**src/rtl/button_debounce.sv**
```systemverilog
// -----------------------------------------------------------------------------
// button_debounce
//
// Conditions active-low pushbutton pins. Each channel works on its own:
//   1. A two-flop synchroniser brings the asynchronous pin into the i_clk domain.
//   2. A per-channel STABLE/COUNTING FSM accepts a new value only after it has
//      held for DEBOUNCE_CYCLES consecutive cycles.
//   3. The block drives a clean active-high level and one-cycle press/release
//      pulses.
//
// Optional feature: define BUTTON_DEBOUNCE_TOGGLE_EN to add a press-toggled
// latch per channel on o_toggle. When the macro is not defined, o_toggle is
// tied to 0 and no toggle flops are built.
//
// Parameters
//   N_CH            number of independent channels (default 2)
//   DEBOUNCE_CYCLES consecutive cycles a new value must hold (>= 2)
//
// Ports
//   i_clk           system clock
//   i_rst           synchronous, active-high reset
//   i_btn_n         raw pins, active-low (0 = pressed), asynchronous to i_clk
//   o_level         debounced state, 1 = pressed
//   o_press         one-cycle pulse on each accepted press
//   o_release       one-cycle pulse on each accepted release
//   o_toggle        press-toggled latch (0 when BUTTON_DEBOUNCE_TOGGLE_EN is undefined)
//   o_dbg_counting  per-channel FSM state, 1 = COUNTING, 0 = STABLE
//
// Handshake: there is no handshake. o_press and o_release are qualifier-free
// one-cycle strobes that are valid in the cycle they are high. The consumer
// cannot stall them.
// -----------------------------------------------------------------------------
module button_debounce #(
    parameter int N_CH            = 2,
    parameter int DEBOUNCE_CYCLES = 160000
) (
    input  logic            i_clk,
    input  logic            i_rst,
    input  logic [N_CH-1:0] i_btn_n,
    output logic [N_CH-1:0] o_level,
    output logic [N_CH-1:0] o_press,
    output logic [N_CH-1:0] o_release,
    output logic [N_CH-1:0] o_toggle,
    output logic [N_CH-1:0] o_dbg_counting
);

    localparam int              CW       = $clog2(DEBOUNCE_CYCLES);
    localparam logic [CW-1:0]   CNT_LAST = CW'(DEBOUNCE_CYCLES - 1);

    typedef enum logic {
        ST_STABLE   = 1'b0,
        ST_COUNTING = 1'b1
    } state_t;

    // Synchroniser. Both stages reset to 1, the released pin level, so that
    // leaving reset never looks like a fresh press edge.
    logic [N_CH-1:0] r_s1;
    logic [N_CH-1:0] r_s2;
    logic [N_CH-1:0] w_p;

    always_ff @(posedge i_clk) begin
        if (i_rst) begin
            r_s1 <= '1;
            r_s2 <= '1;
        end else begin
            r_s1 <= i_btn_n;
            r_s2 <= r_s1;
        end
    end

    // Active-high sampled value
    assign w_p = ~r_s2;

    genvar g;
    generate
        for (g = 0; g < N_CH; g++) begin : g_ch
            state_t        r_state;
            logic [CW-1:0] r_cnt;
            logic          r_level;
            logic          r_press;
            logic          r_release;

            always_ff @(posedge i_clk) begin
                if (i_rst) begin
                    r_state   <= ST_STABLE;
                    r_cnt     <= '0;
                    r_level   <= 1'b0;
                    r_press   <= 1'b0;
                    r_release <= 1'b0;
                end else begin
                    // Pulses last one cycle unless re-armed below
                    r_press   <= 1'b0;
                    r_release <= 1'b0;
                    case (r_state)
                        ST_STABLE: begin
                            if (w_p[g] != r_level) begin
                                r_state <= ST_COUNTING;
                                r_cnt   <= CW'(1);
                            end
                        end
                        ST_COUNTING: begin
                            if (w_p[g] == r_level) begin
                                // A bounce: drop the partial count and leave outputs alone
                                r_state <= ST_STABLE;
                                r_cnt   <= '0;
                            end else if (r_cnt == CNT_LAST) begin
                                // The value has held long enough. Accept it and fire
                                // the pulse that matches its direction.
                                r_state   <= ST_STABLE;
                                r_cnt     <= '0;
                                r_level   <= w_p[g];
                                r_press   <= w_p[g];
                                r_release <= ~w_p[g];
                            end else begin
                                r_cnt <= r_cnt + CW'(1);
                            end
                        end
                        default: begin
                            r_state <= ST_STABLE;
                            r_cnt   <= '0;
                        end
                    endcase
                end
            end

            assign o_level[g]        = r_level;
            assign o_press[g]        = r_press;
            assign o_release[g]      = r_release;
            assign o_dbg_counting[g] = (r_state == ST_COUNTING);

`ifdef BUTTON_DEBOUNCE_TOGGLE_EN
            // The toggle flips on the same edge that raises o_press
            logic r_toggle;

            always_ff @(posedge i_clk) begin
                if (i_rst) begin
                    r_toggle <= 1'b0;
                end else if ((r_state == ST_COUNTING) && (w_p[g] != r_level) &&
                             (r_cnt == CNT_LAST) && w_p[g]) begin
                    r_toggle <= ~r_toggle;
                end
            end

            assign o_toggle[g] = r_toggle;
`else
            assign o_toggle[g] = 1'b0;
`endif
        end
    endgenerate

endmodule

```
**config.mk**
```make
export PLATFORM = sky130hd
export DESIGN_NAME = button_debounce
export DESIGN_NICKNAME = d
export VERILOG_FILES = /design/src/rtl/button_debounce.sv
export SDC_FILE = /design/constraint.sdc
export NUM_CORES = 1
export LEC_CHECK = 0
export BUFFER_PORTS_ARGS = -buffer_cell sky130_fd_sc_hd__buf_2
export CORE_MARGIN = 2
export CORE_UTILIZATION = 64
export DETAILED_ROUTE_END_ITERATION = 10
export GPL_TIMING_DRIVEN = 0
export PLACE_DENSITY = 0.8
export SYNTH_ARGS = -nofsm -noshare
export SYNTH_HDL_FRONTEND = slang
export SYNTH_SLANG_ARGS = --single-unit
export TNS_END_PERCENT = 1
```
**constraint.sdc**
```tcl
create_clock -name i_clk -period 4 [get_ports i_clk]
set_input_delay 0.8 -clock i_clk [delete_from_list [all_inputs] [get_ports i_clk]]
set_output_delay 0.8 -clock i_clk [all_outputs]
set_load 0.01 [all_outputs]
```
==> qor.txt <==
Cell Pwr Density -> 314.8 mW/mm^2
Iteration count of the initial detailed-routing pass -> 5
Synthesized cell area -> 0.002390 sq mm
Via density -> 6.067
Post-layout minimum cycle time -> 2.212 ns
Area fraction of the dominant cell type after synthesis -> 40.21%
Aggregate global routing overflow -> 0
Critical path class -> flip-flop to flip-flop
RD Place Congestion -> 0.8520
Nets -> 315
Status -> finished clean
Count of endpoints failing setup in the final report -> 0
Final Slew Violations -> 0
Leakage Power -> 0.0009508 uW
Maximum number of pins on one net before global-route repair -> 14
Synth Flop Type -> sky130_fd_sc_hd__dfxtp_1
Count of endpoints failing hold in the final timing report -> 0
Cell type contributing the most total cell area after synthesis -> sky130_fd_sc_hd__dfxtp_1
Top post-synthesis cells by count -> 48 x sky130_fd_sc_hd__dfxtp_1, 40 x sky130_fd_sc_hd__nand2_1, 21 x sky130_fd_sc_hd__nand3_1
Buffers on Ports -> 10
Min-delay worst type -> flip-flop to flip-flop
Number of H-tree levels -> 2
Post-route antenna net violation count -> 0
Detailed placer's ending HPWL -> 3493 um
Overall die area -> 0.004239 sq mm
First-pass GRT wire length -> 8618 um
GRT Total Usage -> 25.66%
Die span in y -> 65.11 um
Most used standard cell by instance count after synthesis -> sky130_fd_sc_hd__dfxtp_1
Actual slew at the worst max-slew pin -> 0.9183 ns
Initial antenna violation count -> 0
Summed negative setup slack over all endpoints -> 0 ns
Mean post-synth cell area -> 8.212 sq um
Endpoint class of the critical path -> flip-flop
Fillers -> 315
Syn. warnings -> 0
Share of synthesized flip-flops with an asynchronous set or reset -> 0%
Crit path launch type -> flip-flop
Synth Register Bits -> 48
Postcts setup bufs -> 0
Max cap viols -> 0
Ranking of synthesized cells by area -> sky130_fd_sc_hd__dfxtp_1 40%, sky130_fd_sc_hd__nand2_1 6.3%, sky130_fd_sc_hd__a31oi_1 5.0%, sky130_fd_sc_hd__nand3_1 4.4%, sky130_fd_sc_hd__a21oi_1 3.8%
Sequential element share of the synthesized area -> 40.21%
Number of sinks handled by clock tree synthesis -> 48
IR Drop Worst-Case VDD -> 0.2507 mV
Synth-to-layout area growth -> 8.534%
Required time at the worst-slack endpoint -> 4.24 ns
Vias -> 2,172
Headroom to the max-slew limit -> 38.31%
Mean routed wirelength per cell -> 13.91 um
DRC -> 0
Final critical-path share of the clock period -> 55.30%
Share of cells above drive strength 1 -> 12.58%
Total power after layout -> 816.4 uW
Clock root buffer master -> sky130_fd_sc_hd__clkbuf_8
Setup Skew -> 0.003545 ns
Number of placement rows -> 22
Die width -> 65.11 um
Synth unique cells -> 44
DRC violation total after the first TritonRoute iteration -> 169
Max Clock Freq -> 452.1 MHz
Data arrival, critical path -> 2.45 ns
Insertion delay to the later sink of the worst-skew pair -> 0.30 ns
Quantity of gates resized following cts -> 0
Wire length reported by the detailed router -> 4980 um
Number of primary I/O pins -> 14
CTS tree -> yes
Clock edge transition at the registers on the reported setup and hold paths -> 0.08 ns
Largest fanout on the critical path -> 10
Antenna diode instance count -> 0
Vias in the first global route -> 1,910
Core box area -> 0.003633 sq mm
Unrepaired setup endpoints after global routing -> no
Initial Util -> 65.77%
Synth Instances -> 291
CTS buffer count -> 5
Number of buffers added to fix hold violations after cts -> 0
Number of flops mapped to enable cells by yosys -> 0
Max Root-Sink Buffers -> 2
==> report_power, final <==
part / internal, uW / leakage (uW) / switching [uW]
sequential: 482 / 0.000388 / 5.09
clock: 141 / 0.0000455 / 157
combinational: 11.4 / 0.000517 / 19.7
==> cells by family (layout without fill, tap and decap cells) <==
group           count (synthesis)  in the layout  synth area share (%)
compound gates                 73             73                 19.48
xor+xnor                       10             10                 3.665
fa+ha+maj                       2              2                 1.047
buf+inv                        24             42                 6.073
flops                          48             48                 40.21
mux                             2              2                0.8377
other cells                     1              2                0.1569
simple gates                  131            131                 28.53
==> registers in the layout, summed over array words and instances, names as in the netlist <==
signal,flops
g_ch.r_release,2
r_s2,2
g_ch.r_state,2
g_ch.r_cnt,36
g_ch.r_press,2
g_ch.r_level,2
r_s1,2
==> final cells by class <==
cell class	count	area, sq um	share of cell area (%)
buffer	19	126.4	4.872
clock buffer	8	90.09	3.473
inverter	5	18.77	0.7236
multi-input combinational	220	1287	49.64
sequential	48	960.9	37.05
tap	48	60.06	2.315
timing repair buffer	10	50.05	1.930
==> path summary, 6_finish.rpt <==
kind,start,to,slack [ns],depth (start not counted)
max,g_ch[0].r_cnt[0],g_ch[0].r_cnt[9],1.79,7
min,r_s1[1],r_s2[1],0.43,1
max reg2reg,g_ch[0].r_cnt[0],g_ch[0].r_cnt[9],1.79,7
min reg2reg,r_s1[1],r_s2[1],0.43,1
==> per-stage QoR <==
stage / cells / util (%) / setup slack [ns] / instance area, sq um / hold WS [ns]
after floorplan: 292 / - / 2.046 / 2394 / 0.3895
after global placement: 350 / 68.91 / 1.656 / 2504 / 0.4014
after detailed placement: 350 / 68.91 / 1.680 / 2504 / 0.4027
after CTS: 358 / 71.38 / 1.813 / 2594 / 0.4319
after global routing: 358 / 71.38 / 1.624 / 2594 / 0.4376
final: 358 / 71.38 / 1.788 / 2594 / 0.4255
==> critical path, cell delays in order (launching register included) <==
cell and delay, ns:
sky130_fd_sc_hd__dfxtp_1 0.36, sky130_fd_sc_hd__ha_1 0.25, sky130_fd_sc_hd__nand4_1 0.23, sky130_fd_sc_hd__nor4_4 0.09, sky130_fd_sc_hd__a211oi_2 0.61, sky130_fd_sc_hd__buf_2 0.34
sky130_fd_sc_hd__a31oi_1 0.10, sky130_fd_sc_hd__a31oi_1 0.14
==> layer usage <==
metal / part of all wire (%) / GRT usage, % / up-vias
met5: 0 / 0 / -
met4: 1.4 / 10.16 / 0
met3: 4.3 / 4.795 / 7
met2: 43 / 39.43 / 57
met1: 51 / 35.76 / 1015
li1: - / - / 1093
==> cells in the final DEF (no fill, tap or decap), types with 9 or more instances in the layout <==
cell type                 Yosys  layout
sky130_fd_sc_hd__nand3_1     21      21
sky130_fd_sc_hd__nor3_1       9       9
sky130_fd_sc_hd__o21ai_0     15      15
sky130_fd_sc_hd__dfxtp_1     48      48
sky130_fd_sc_hd__nand2_1     40      40
sky130_fd_sc_hd__buf_2        2      12
sky130_fd_sc_hd__a31oi_1     19      19
sky130_fd_sc_hd__buf_4       10      10
sky130_fd_sc_hd__nor2_1      20      20
sky130_fd_sc_hd__a21oi_1     18      18
No activity file was read; power rests on OpenSTA's default activity.
